[config.mk]
export PLATFORM = sky130hd
export DESIGN_NAME = fifo_syn
export DESIGN_NICKNAME = d
export VERILOG_FILES = /design/src/rtl/fifo_syn_pkg.sv /design/src/rtl/fifo_syn_dual_port_ram.sv /design/src/rtl/fifo_syn.sv
export SDC_FILE = /design/constraint.sdc
export NUM_CORES = 1
export LEC_CHECK = 0
export ABC_AREA = 1
export BUFFER_PORTS_ARGS = -buffer_cell sky130_fd_sc_hd__buf_2
export CAP_MARGIN = 20
export CORE_MARGIN = 2
export CORE_UTILIZATION = 45
export CTS_BUF_LIST = sky130_fd_sc_hd__clkbuf_8
export CTS_CLUSTER_DIAMETER = 200
export DETAILED_ROUTE_END_ITERATION = 16
export PLACE_DENSITY_LB_ADDON = 0.3
export SLEW_MARGIN = 10
export SYNTH_ARGS = -nofsm -noshare
export SYNTH_HDL_FRONTEND = slang
export SYNTH_SLANG_ARGS = --single-unit
[constraint.sdc]
create_clock -name clk -period 2.12 [get_ports clk]
set_clock_uncertainty 0.05 [all_clocks]
set_input_delay 0.212 -clock clk [delete_from_list [all_inputs] [get_ports clk]]
set_output_delay 0.212 -clock clk [all_outputs]
set_load 0.01 [all_outputs]
[src/rtl/fifo_syn_pkg.sv]
// Shared constants and helpers for the synchronous FIFO.
// Holds the read-mode selectors and an elaboration-time log2 helper.
package fifo_syn_pkg;

   localparam int unsigned FWFT_OFF = 32'd0;
   localparam int unsigned FWFT_ON  = 32'd1;

   // Smallest n such that 2^n >= value.
   function automatic int unsigned clog2(input int unsigned value);
      int unsigned result;
      result = 32'd0;
      while ((64'd1 << result) < 64'(value)) begin
         result = result + 32'd1;
      end
      return result;
   endfunction

endpackage

[src/rtl/fifo_syn_dual_port_ram.sv]
// Storage array for fifo_syn: one clocked write port and an asynchronous read port.
// Contents are intentionally never reset.
module dual_port_ram
   import fifo_syn_pkg::*;
#(
   parameter int unsigned DATA_WIDTH = 8,
   parameter int unsigned ADDR_WIDTH = 3
) (
   input  logic                  clk,
   input  logic                  w_en,
   input  logic [ADDR_WIDTH-1:0] w_addr,
   input  logic [DATA_WIDTH-1:0] w_data,
   input  logic [ADDR_WIDTH-1:0] r_addr,
   output logic [DATA_WIDTH-1:0] r_data
);

   localparam int unsigned DEPTH = 32'd1 << ADDR_WIDTH;

   logic [DATA_WIDTH-1:0] mem_q [DEPTH];

   always_ff @(posedge clk) begin
      if (w_en) begin
         mem_q[w_addr] <= w_data;
      end
   end

   assign r_data = mem_q[r_addr];

endmodule

[src/rtl/fifo_syn.sv]
// Single-clock FIFO with level flags, sticky error flags and selectable
// standard or first-word-fall-through read behaviour.
module fifo_syn
   import fifo_syn_pkg::*;
#(
   parameter int unsigned DATA_WIDTH    = 8,
   parameter int unsigned ADDR_WIDTH    = 3,
   parameter int unsigned AFULL_THRESH  = (32'd1 << ADDR_WIDTH) - 32'd2,
   parameter int unsigned AEMPTY_THRESH = 1,
   parameter int unsigned FWFT          = FWFT_OFF
) (
   input  logic                  clk,
   input  logic                  rst,
   input  logic                  clr,
   input  logic                  w_en,
   input  logic [DATA_WIDTH-1:0] w_data,
   input  logic                  r_en,
   output logic [DATA_WIDTH-1:0] r_data,
   output logic                  r_valid,
   output logic                  full,
   output logic                  empty,
   output logic                  almost_full,
   output logic                  almost_empty,
   output logic [ADDR_WIDTH:0]   count,
   output logic                  overflow,
   output logic                  underflow
);

   localparam int unsigned DEPTH = 32'd1 << ADDR_WIDTH;
   localparam int unsigned PTR_W = clog2(DEPTH) + 32'd1;

   localparam logic [PTR_W-1:0] DEPTH_LVL  = PTR_W'(DEPTH);
   localparam logic [PTR_W-1:0] AFULL_LVL  = PTR_W'(AFULL_THRESH);
   localparam logic [PTR_W-1:0] AEMPTY_LVL = PTR_W'(AEMPTY_THRESH);

   logic [PTR_W-1:0] wr_ptr_q, wr_ptr_d;
   logic [PTR_W-1:0] rd_ptr_q, rd_ptr_d;
   logic [PTR_W-1:0] count_q, count_d;
   logic             full_q, full_d;
   logic             empty_q, empty_d;
   logic             afull_q, afull_d;
   logic             aempty_q, aempty_d;
   logic             overflow_q, overflow_d;
   logic             underflow_q, underflow_d;

   logic                  wa_c;
   logic                  ra_c;
   logic                  ram_we_c;
   logic [DATA_WIDTH-1:0] ram_rd_data;

   // Acceptance: a pop frees a slot, so a write to a full FIFO still lands
   // when paired with a read.
   always_comb begin
      ra_c     = r_en & ~empty_q;
      wa_c     = w_en & (~full_q | ra_c);
      ram_we_c = wa_c & ~clr;
   end

   // Pointer, occupancy and sticky-flag update; flush beats any request.
   always_comb begin
      wr_ptr_d    = wr_ptr_q;
      rd_ptr_d    = rd_ptr_q;
      count_d     = count_q;
      overflow_d  = overflow_q;
      underflow_d = underflow_q;

      if (clr) begin
         wr_ptr_d    = '0;
         rd_ptr_d    = '0;
         count_d     = '0;
         overflow_d  = 1'b0;
         underflow_d = 1'b0;
      end else begin
         if (wa_c) begin
            wr_ptr_d = wr_ptr_q + PTR_W'(1);
         end
         if (ra_c) begin
            rd_ptr_d = rd_ptr_q + PTR_W'(1);
         end
         unique case ({wa_c, ra_c})
            2'b10:   count_d = count_q + PTR_W'(1);
            2'b01:   count_d = count_q - PTR_W'(1);
            default: count_d = count_q;
         endcase
         overflow_d  = overflow_q  | (w_en & ~wa_c);
         underflow_d = underflow_q | (r_en & empty_q);
      end
   end

   // Flags are registered alongside count so they always agree with it.
   always_comb begin
      full_d   = (count_d == DEPTH_LVL);
      empty_d  = (count_d == '0);
      afull_d  = (count_d >= AFULL_LVL);
      aempty_d = (count_d <= AEMPTY_LVL);
   end

   always_ff @(posedge clk) begin
      if (rst) begin
         wr_ptr_q    <= '0;
         rd_ptr_q    <= '0;
         count_q     <= '0;
         full_q      <= 1'b0;
         empty_q     <= 1'b1;
         afull_q     <= 1'b0;
         aempty_q    <= 1'b1;
         overflow_q  <= 1'b0;
         underflow_q <= 1'b0;
      end else begin
         wr_ptr_q    <= wr_ptr_d;
         rd_ptr_q    <= rd_ptr_d;
         count_q     <= count_d;
         full_q      <= full_d;
         empty_q     <= empty_d;
         afull_q     <= afull_d;
         aempty_q    <= aempty_d;
         overflow_q  <= overflow_d;
         underflow_q <= underflow_d;
      end
   end

   dual_port_ram #(
      .DATA_WIDTH (DATA_WIDTH),
      .ADDR_WIDTH (ADDR_WIDTH)
   ) u_ram (
      .clk    (clk),
      .w_en   (ram_we_c),
      .w_addr (wr_ptr_q[ADDR_WIDTH-1:0]),
      .w_data (w_data),
      .r_addr (rd_ptr_q[ADDR_WIDTH-1:0]),
      .r_data (ram_rd_data)
   );

   assign full         = full_q;
   assign empty        = empty_q;
   assign almost_full  = afull_q;
   assign almost_empty = aempty_q;
   assign count        = count_q;
   assign overflow     = overflow_q;
   assign underflow    = underflow_q;

   generate
      if (FWFT == FWFT_ON) begin : g_fwft
         // Head word is always presented; a read simply advances past it.
         assign r_data  = ram_rd_data;
         assign r_valid = ~empty_q;
      end else begin : g_std
         logic [DATA_WIDTH-1:0] r_data_q, r_data_d;
         logic                  r_valid_q, r_valid_d;

         always_comb begin
            r_data_d  = r_data_q;
            r_valid_d = 1'b0;
            if (!clr && ra_c) begin
               r_data_d  = ram_rd_data;
               r_valid_d = 1'b1;
            end
         end

         always_ff @(posedge clk) begin
            if (rst) begin
               r_data_q  <= '0;
               r_valid_q <= 1'b0;
            end else begin
               r_data_q  <= r_data_d;
               r_valid_q <= r_valid_d;
            end
         end

         assign r_data  = r_data_q;
         assign r_valid = r_valid_q;
      end
   endgenerate

endmodule

* Word level (Yosys, flattened, before mapping)
Memories as Yosys holds them, arrays and structs flattened. A register that Yosys moved wholly into a read port is not among the register bits. Cells that the tools add are included.
Word-level totals: register bits after elaboration 19, latch bits 0, memory bits (writable) 64, ROM bits 0, bits of input ports 13, output and inout port bits 19, logic and storage cells 41, memories kept 1
Memory list:
- u_ram.mem_q | depth 8, width 8, rd ports 1, clocked after Yosys merged registers in 1, wr ports 1, RTL line fifo_syn_dual_port_ram.sv:19 | logic [DATA_WIDTH-1:0] mem_q [DEPTH];
Operators by class: add/subtract/negate cells 4, multipliers 0, div/mod/pow operators 0, $lt $le $gt $ge 2, eq/ne operators 3, shifts and indexed selects 0, mux-type cells 5, bitwise gates (word level) 12, reductions and logical operators 4
Operator list (count):
- $add A4 B1 Y4 const B | 3
- $pmux W4 S2 | 1
- $and A1 B1 Y1 | 5
- $eq A4 B4 Y1 const B | 1
- $ge A4 B3 Y1 const B | 1
- $le A4 B1 Y1 const B | 1
- $logic_not A4 Y1 | 1
- $mux W4 | 1
- $not A1 Y1 | 4
- $sub A4 B1 Y4 const B | 1
- $mux W1 | 3
- $or A1 B1 Y1 | 3
- $eq A2 B1 Y1 const B | 1
- $eq A2 B2 Y1 const B | 1
- $reduce_or A2 Y1 | 1
- $logic_and A1 B1 Y1 | 1
- $logic_not A1 Y1 | 1

* Longest topological paths before layout
depth after elaboration 8, gate-level depth with buffers 19, mapped depth without buffers 18

* Cells and area by module
From an unflattened synthesis, not the netlist that was laid out.
Unflattened totals: cells, all modules 438, area total of the unflattened synthesis 4045.1 um2
By module, submodules not included:
- dual_port_ram | times used 1, cells an instance 295, area each 2890.3 um2, sequential area each 1921.8 um2
- fifo_syn | times used 1, cells an instance 143, area each 1154.9 um2, sequential area each 500.5 um2

* Least setup slack after synthesis
Ideal clock, no wire load.
path kind reg2reg, start point reg empty_q (netlist: empty), end point reg aempty_q (netlist: almost_empty), setup time 0.112 ns, arrival time 1.973 ns, required time 1.958 ns, path slack -0.015 ns, stages on the path, launching flop included 16, path buffers 1, clock period less this slack 2.135 ns, cells stage by stage dfxtp_1 > or2_1 > buf_6 > nand2_4 > nand2_4 > ha_1 > nor2_1 > nor2_2 > ha_1 > nor2_1 > nor2_1 > o21ai_2 > nand2_1 > nand2_1 > nand2_1 > inv_1
Between the ends: longest elaborated chain between the ends 8, elaborated cells between the ends (all ways) 9, classes of those cells order compare: 1; eq/ne: 2; mux: 2; bitwise: 4
RTL lines:
- from (decl) | RTL line fifo_syn.sv:40 | logic empty_q, empty_d;
- from (signal assigned) | RTL line fifo_syn.sv:114 | empty_q <= empty_d;
- $not A1 Y1 * | RTL line fifo_syn.sv:54 | ra_c = r_en & ~empty_q;
- $and A1 B1 Y1 * | RTL line fifo_syn.sv:54
- $or A1 B1 Y1 | RTL line fifo_syn.sv:55 | wa_c = w_en & (~full_q | ra_c);
- $and A1 B1 Y1 | RTL line fifo_syn.sv:55
- $eq A2 B1 Y1 or $eq A2 B2 Y1 (tied branches) | RTL line fifo_syn.sv:80 | unique case ({wa_c, ra_c})
- $pmux W4 S2 * | RTL line fifo_syn.sv:80
- $mux W4 * | RTL line fifo_syn.sv:67 | if (clr) begin
- $le A4 B1 Y1 * | RTL line fifo_syn.sv:95 | aempty_d = (count_d <= AEMPTY_LVL);
- to (signal assigned) | RTL line fifo_syn.sv:116 | aempty_q <= aempty_d;
- to (decl) | RTL line fifo_syn.sv:42 | logic aempty_q, aempty_d;
Mark *: on every way between the ends. The rest lies on a longest branch, timed or not. A chain may end at the register's enable or synchronous reset.

* Worst setup path in the final report
start point reg empty_q (netlist: empty), end point reg empty_q (netlist: empty)
Between the ends: longest elaborated chain between the ends 8, elaborated cells between the ends (all ways) 9, classes of those cells eq/ne: 2; mux: 2; bitwise: 4; reduce/logical: 1
RTL lines:
- $not A1 Y1 * | RTL line fifo_syn.sv:54
- $and A1 B1 Y1 * | RTL line fifo_syn.sv:54
- $or A1 B1 Y1 | RTL line fifo_syn.sv:55
- $and A1 B1 Y1 | RTL line fifo_syn.sv:55
- $eq A2 B1 Y1 or $eq A2 B2 Y1 (tied branches) | RTL line fifo_syn.sv:80
- $pmux W4 S2 * | RTL line fifo_syn.sv:80
- $mux W4 * | RTL line fifo_syn.sv:67
- $logic_not A4 Y1 * | RTL line fifo_syn.sv:93 | empty_d = (count_d == '0);
Marked as above.

==> summary.md <==
| Metric | Value |
|---|---|
| Status | finished, final reports clean |
| Ranking of synthesized cells by area | edfxtp_1 (53%), dfxtp_1 (14%), nor2_1 (6.6%) |
| Fin. Hold Viols | 0 |
| Slowest-stage cell, CP | dfxtp_2 |
| WS Path Type | reg -> reg |
| Max VDD drop | 0.3060 mV |
| HPWL reported at the end of detailed placement | 4926 um |
| DR WL/cell | 15.69 um |
| Syn Inst Count | 327 |
| Placed Cells | around 470 |
| Nets@finish | about 400 |
| Placed instance area | 3988 um^2 |
| CTS max path bufs | 2 |
| Syn nets | 345 |
| Endpoint, Worst Hold | u_ram.mem_q[2][6]$_DFFE_PP_ |
| Utilization after layout | between 50% and 60% |
| DRC Markers | 0 |
| Setup violators final | 0 |
| Fin crit period | approximately 2.0 ns |
| Pleak | roughly 1.6 nW |
| PwrDens | between 800 and 900 nW/um^2 |
| First-iteration detailed-routing DRC count | 181 |
| Routability cong. | 0.8683 |
| Clock Latency Late Sink | 0.36 ns |
| Antenna violations before repair | 0 |
| Synth Register Bits | 89 |
| Hold Crit Start | w_data[6] |
| Num CTS Buffers | 9 |
| Worst Setup Start Kind | flop |
| Via count | around 2500 |
| Post-synthesis sequential area ratio | 66.87% |
| Crit-path leading delay family | simple AND/OR/NAND/NOR gates |
| Largest net degree at the start of global routing | 35 |
| WP data arrival | 2.24 ns |
| Avg Synthesized Cell Area | 11.08 um^2 |
| Vias in the first global route | between 2000 and 2500 |
| Final WL | 7612 um |
| I/O Pins | 32 |
| CTS sink cnt | 89 |
| Crit path max fanout | 5 |
| Worst min path class | in -> reg |
| Synth unique cells | 28 |
| Switching Fraction | 25.65% |
| Share of layout cells above drive strength 1 | about 23% |
| Post-synth top area share | 53.06% |
| Synthesized area | between 3000 and 4000 um^2 |
| Setup crit end kind | flop |
| Fin crit share | 95.72% |
| Grt total ovfl | 0 |
| Clock share of power | 33.2% |
| Fmax | 492.8 MHz |
| Std-Cell Rows | 32 |
| Global-route wire length before repair | 12140 um |
| Worst Path Required | 2.33 ns |
| RSZ-0062 raised after global routing | yes |
| Crit-path cells | or2_4, nand2_4, nand2_4, ha_4, nand2_1, inv_1, nor2_2, ha_2, inv_1, nand2_1, nand3_1, nand3_2, nand2_2, nand2_1, nand2_1, nand2_2, nor2_2 |
| Clock root cell | clkbuf_8 |
| Final WS setup | 0.09078 ns |
| Cts hold-fix bufs | 0 |
| Die ar. | 8783 um^2 |
| Net Switching | 0.9002 mW |
| GRT Overall Usage | 18.70% |
| Final cell count without fillers | 485 |
| Cell mode on critical path | nand2_1 |
| Setup WS pre-CTS | 0.03834 ns |
| Area growth syn-to-layout | 16.51% |
| Worst slew pin tran | 0.5849 ns |
| WHS Path Cells | 1 |
| Initial Util | about 47% |
| Worst path bufs/invs | 2 |
| IO buf count | 31 |
| R2r endpoint | empty$_SDFF_PP1_ |
| R2R depth | 17 |
| Setup TNS | 0 ns |
| Synth area leader | edfxtp_1 |
| Reg2reg start | empty$_SDFF_PP1_ |
| Max incr delay on CP | ~0.34 ns |
| Slew Limit Fails | 0 |
| Final instance area | 4220 um^2 |
| Reg clk slew, reported paths | 0.10 ns |
| CTS tree | built |
| Max-cap violations | 0 |
| Chip Height | 93.72 um |
| Ant diodes | 0 |
| Warnings from Yosys | 0 |
| Core Box Area | 7767 um^2 |
| DR pass1 iterations | 4 |
| Flop pwr share | 55.3% |
| ANT nets after route | 0 |
| R2R Setup Slk | 0.09 ns |
| Vias per cell | about 5.2 |
| CTS H-tree depth | 3 |
| Pint | between 2 and 3 mW |
| Die W | 93.72 um |
| Max-slew headroom | around three fifths |
| Logic pwr share | 11.5% |
[flip-flops by register name, indices dropped and copies added (netlist names)]
name / cells
r_data: 8
r_valid: 1
u_ram.mem_q: 64
almost_empty: 1
full: 1
overflow: 1
almost_full: 1
count: 4
underflow: 1
empty: 1
rd_ptr_q: 3
wr_ptr_q: 3
[logic make-up after synthesis]
logic type / after synthesis / share of synthesized area [%]
AND/OR/NAND/NOR: 124 / 15.47
flip-flops: 89 / 66.87
AO/OA/AOI/OAI: 73 / 11.36
buffers and inverters: 35 / 4.318
adder cells (fa/ha/maj): 5 / 1.727
XOR/XNOR: 1 / 0.2418
[cell usage in the layout, fill, tap and decap left out]
cell / synthesis / final
o21ai_2: 1 / 1
inv_6: 0 / 1
nor2_1: 64 / 63
clkinv_1: 1 / 1
nand3_1: 17 / 16
ha_4: 0 / 1
clkinvlp_4: 0 / 2
o21ai_1: 7 / 7
nor3_1: 5 / 5
nor2_4: 2 / 2
clkbuf_8: 0 / 9
a21oi_1: 15 / 15
bufinv_16: 0 / 1
or2_4: 0 / 1
nor2_8: 1 / 1
ha_1: 5 / 3
nor2_2: 2 / 3
o21ai_0: 33 / 33
inv_1: 20 / 22
inv_2: 2 / 2
buf_2: 8 / 31
o31ai_1: 1 / 1
nand2_4: 2 / 2
buf_4: 2 / 21
o211ai_1: 16 / 16
nor3b_2: 1 / 1
dfxtp_2: 0 / 1
nand3_2: 0 / 1
ha_2: 0 / 1
nand2_2: 2 / 4
edfxtp_1: 64 / 64
inv_8: 0 / 1
dfxtp_1: 25 / 24
nand2_1: 27 / 25
xor2_1: 1 / 1
[cell type report]
class | count | area [um^2]
inverters | 23 | 86.33
clock buffers | 9 | 123.9
multi-input cells | 203 | 1074
fillers | 681 | 3547
repair buffers | 52 | 312.8
well taps | 102 | 127.6
flip-flops and latches | 89 | 2424
clock inverters | 7 | 72.57
[how the worst max path moves through the flow]
stage,startpoint,endpoint,slack [ns],depth (start not counted)
2_1_floorplan,empty$_SDFF_PP1_,almost_empty$_SDFF_PP1_,0.03,15
3_3_place_gp,r_en,empty$_SDFF_PP1_,0.1,16
3_5_place_dp,r_en,empty$_SDFF_PP1_,0.04,18
4_1_cts,empty$_SDFF_PP1_,empty$_SDFF_PP1_,0.03,16
5_1_grt,empty$_SDFF_PP1_,almost_empty$_SDFF_PP1_,-0.03,17
6_report,empty$_SDFF_PP1_,empty$_SDFF_PP1_,0.09,17
[through the flow]
step	hold slack, ns	power, mW
after floorplan	0.2560	2.229
after global placement	0.3912	2.351
after detailed placement	0.3987	2.361
after CTS	0.05291	3.522
after global routing	0.06088	3.672
final	0.06252	3.509
[cells in the mapped netlist]
cell and n:
xor2_1 1, nor2_4 2, edfxtp_1 64, nor2_2 2, clkinv_1 1, a21oi_1 15
o211ai_1 16, inv_1 20, ha_1 5, buf_2 8, clkbuf_1 1, nor3_1 5
dfxtp_1 25, nor3b_2 1, inv_2 2, nand2_2 2, o21ai_1 7, o21ai_2 1
nand2_4 2, buf_6 1, o21ai_0 33, nor2_8 1, nand3_1 17, buf_4 2
or2_1 1, o31ai_1 1, nand2_1 27, nor2_1 64
[power by group through the flow]
stage                     clock network (mW)  registers [mW]  logic [mW]
after global routing                    1.27            1.95       0.455
after detailed placement                   0            1.98       0.382
after floorplan                            0            2.00       0.233
after global placement                     0            1.98       0.373
final                                   1.16            1.94       0.403
after CTS                               1.19            1.94       0.389
[repair_timing]
| action | in CTS | in global routing |
|---|---|---|
| pin swaps | 0 | 4 |
| setup buffers | 0 | 1 |
| resized for setup | 1 | 7 |
| setup endpoints to repair | 1 | 4 |
[routing by layer]
metal  global-route usage, %  share of wire (%)  routed length [um]  vias to the layer above
met1                   24.81                 45                3407                     1203
met3                   3.933                5.2                 396                       14
met2                   29.58                 48                3653                       58
met5                       0                  0                   0                        -
met4                   8.575                2.0                 155                        0
li1                        -                  -                   -                     1238
No activity file was read; power rests on OpenSTA's default activity.
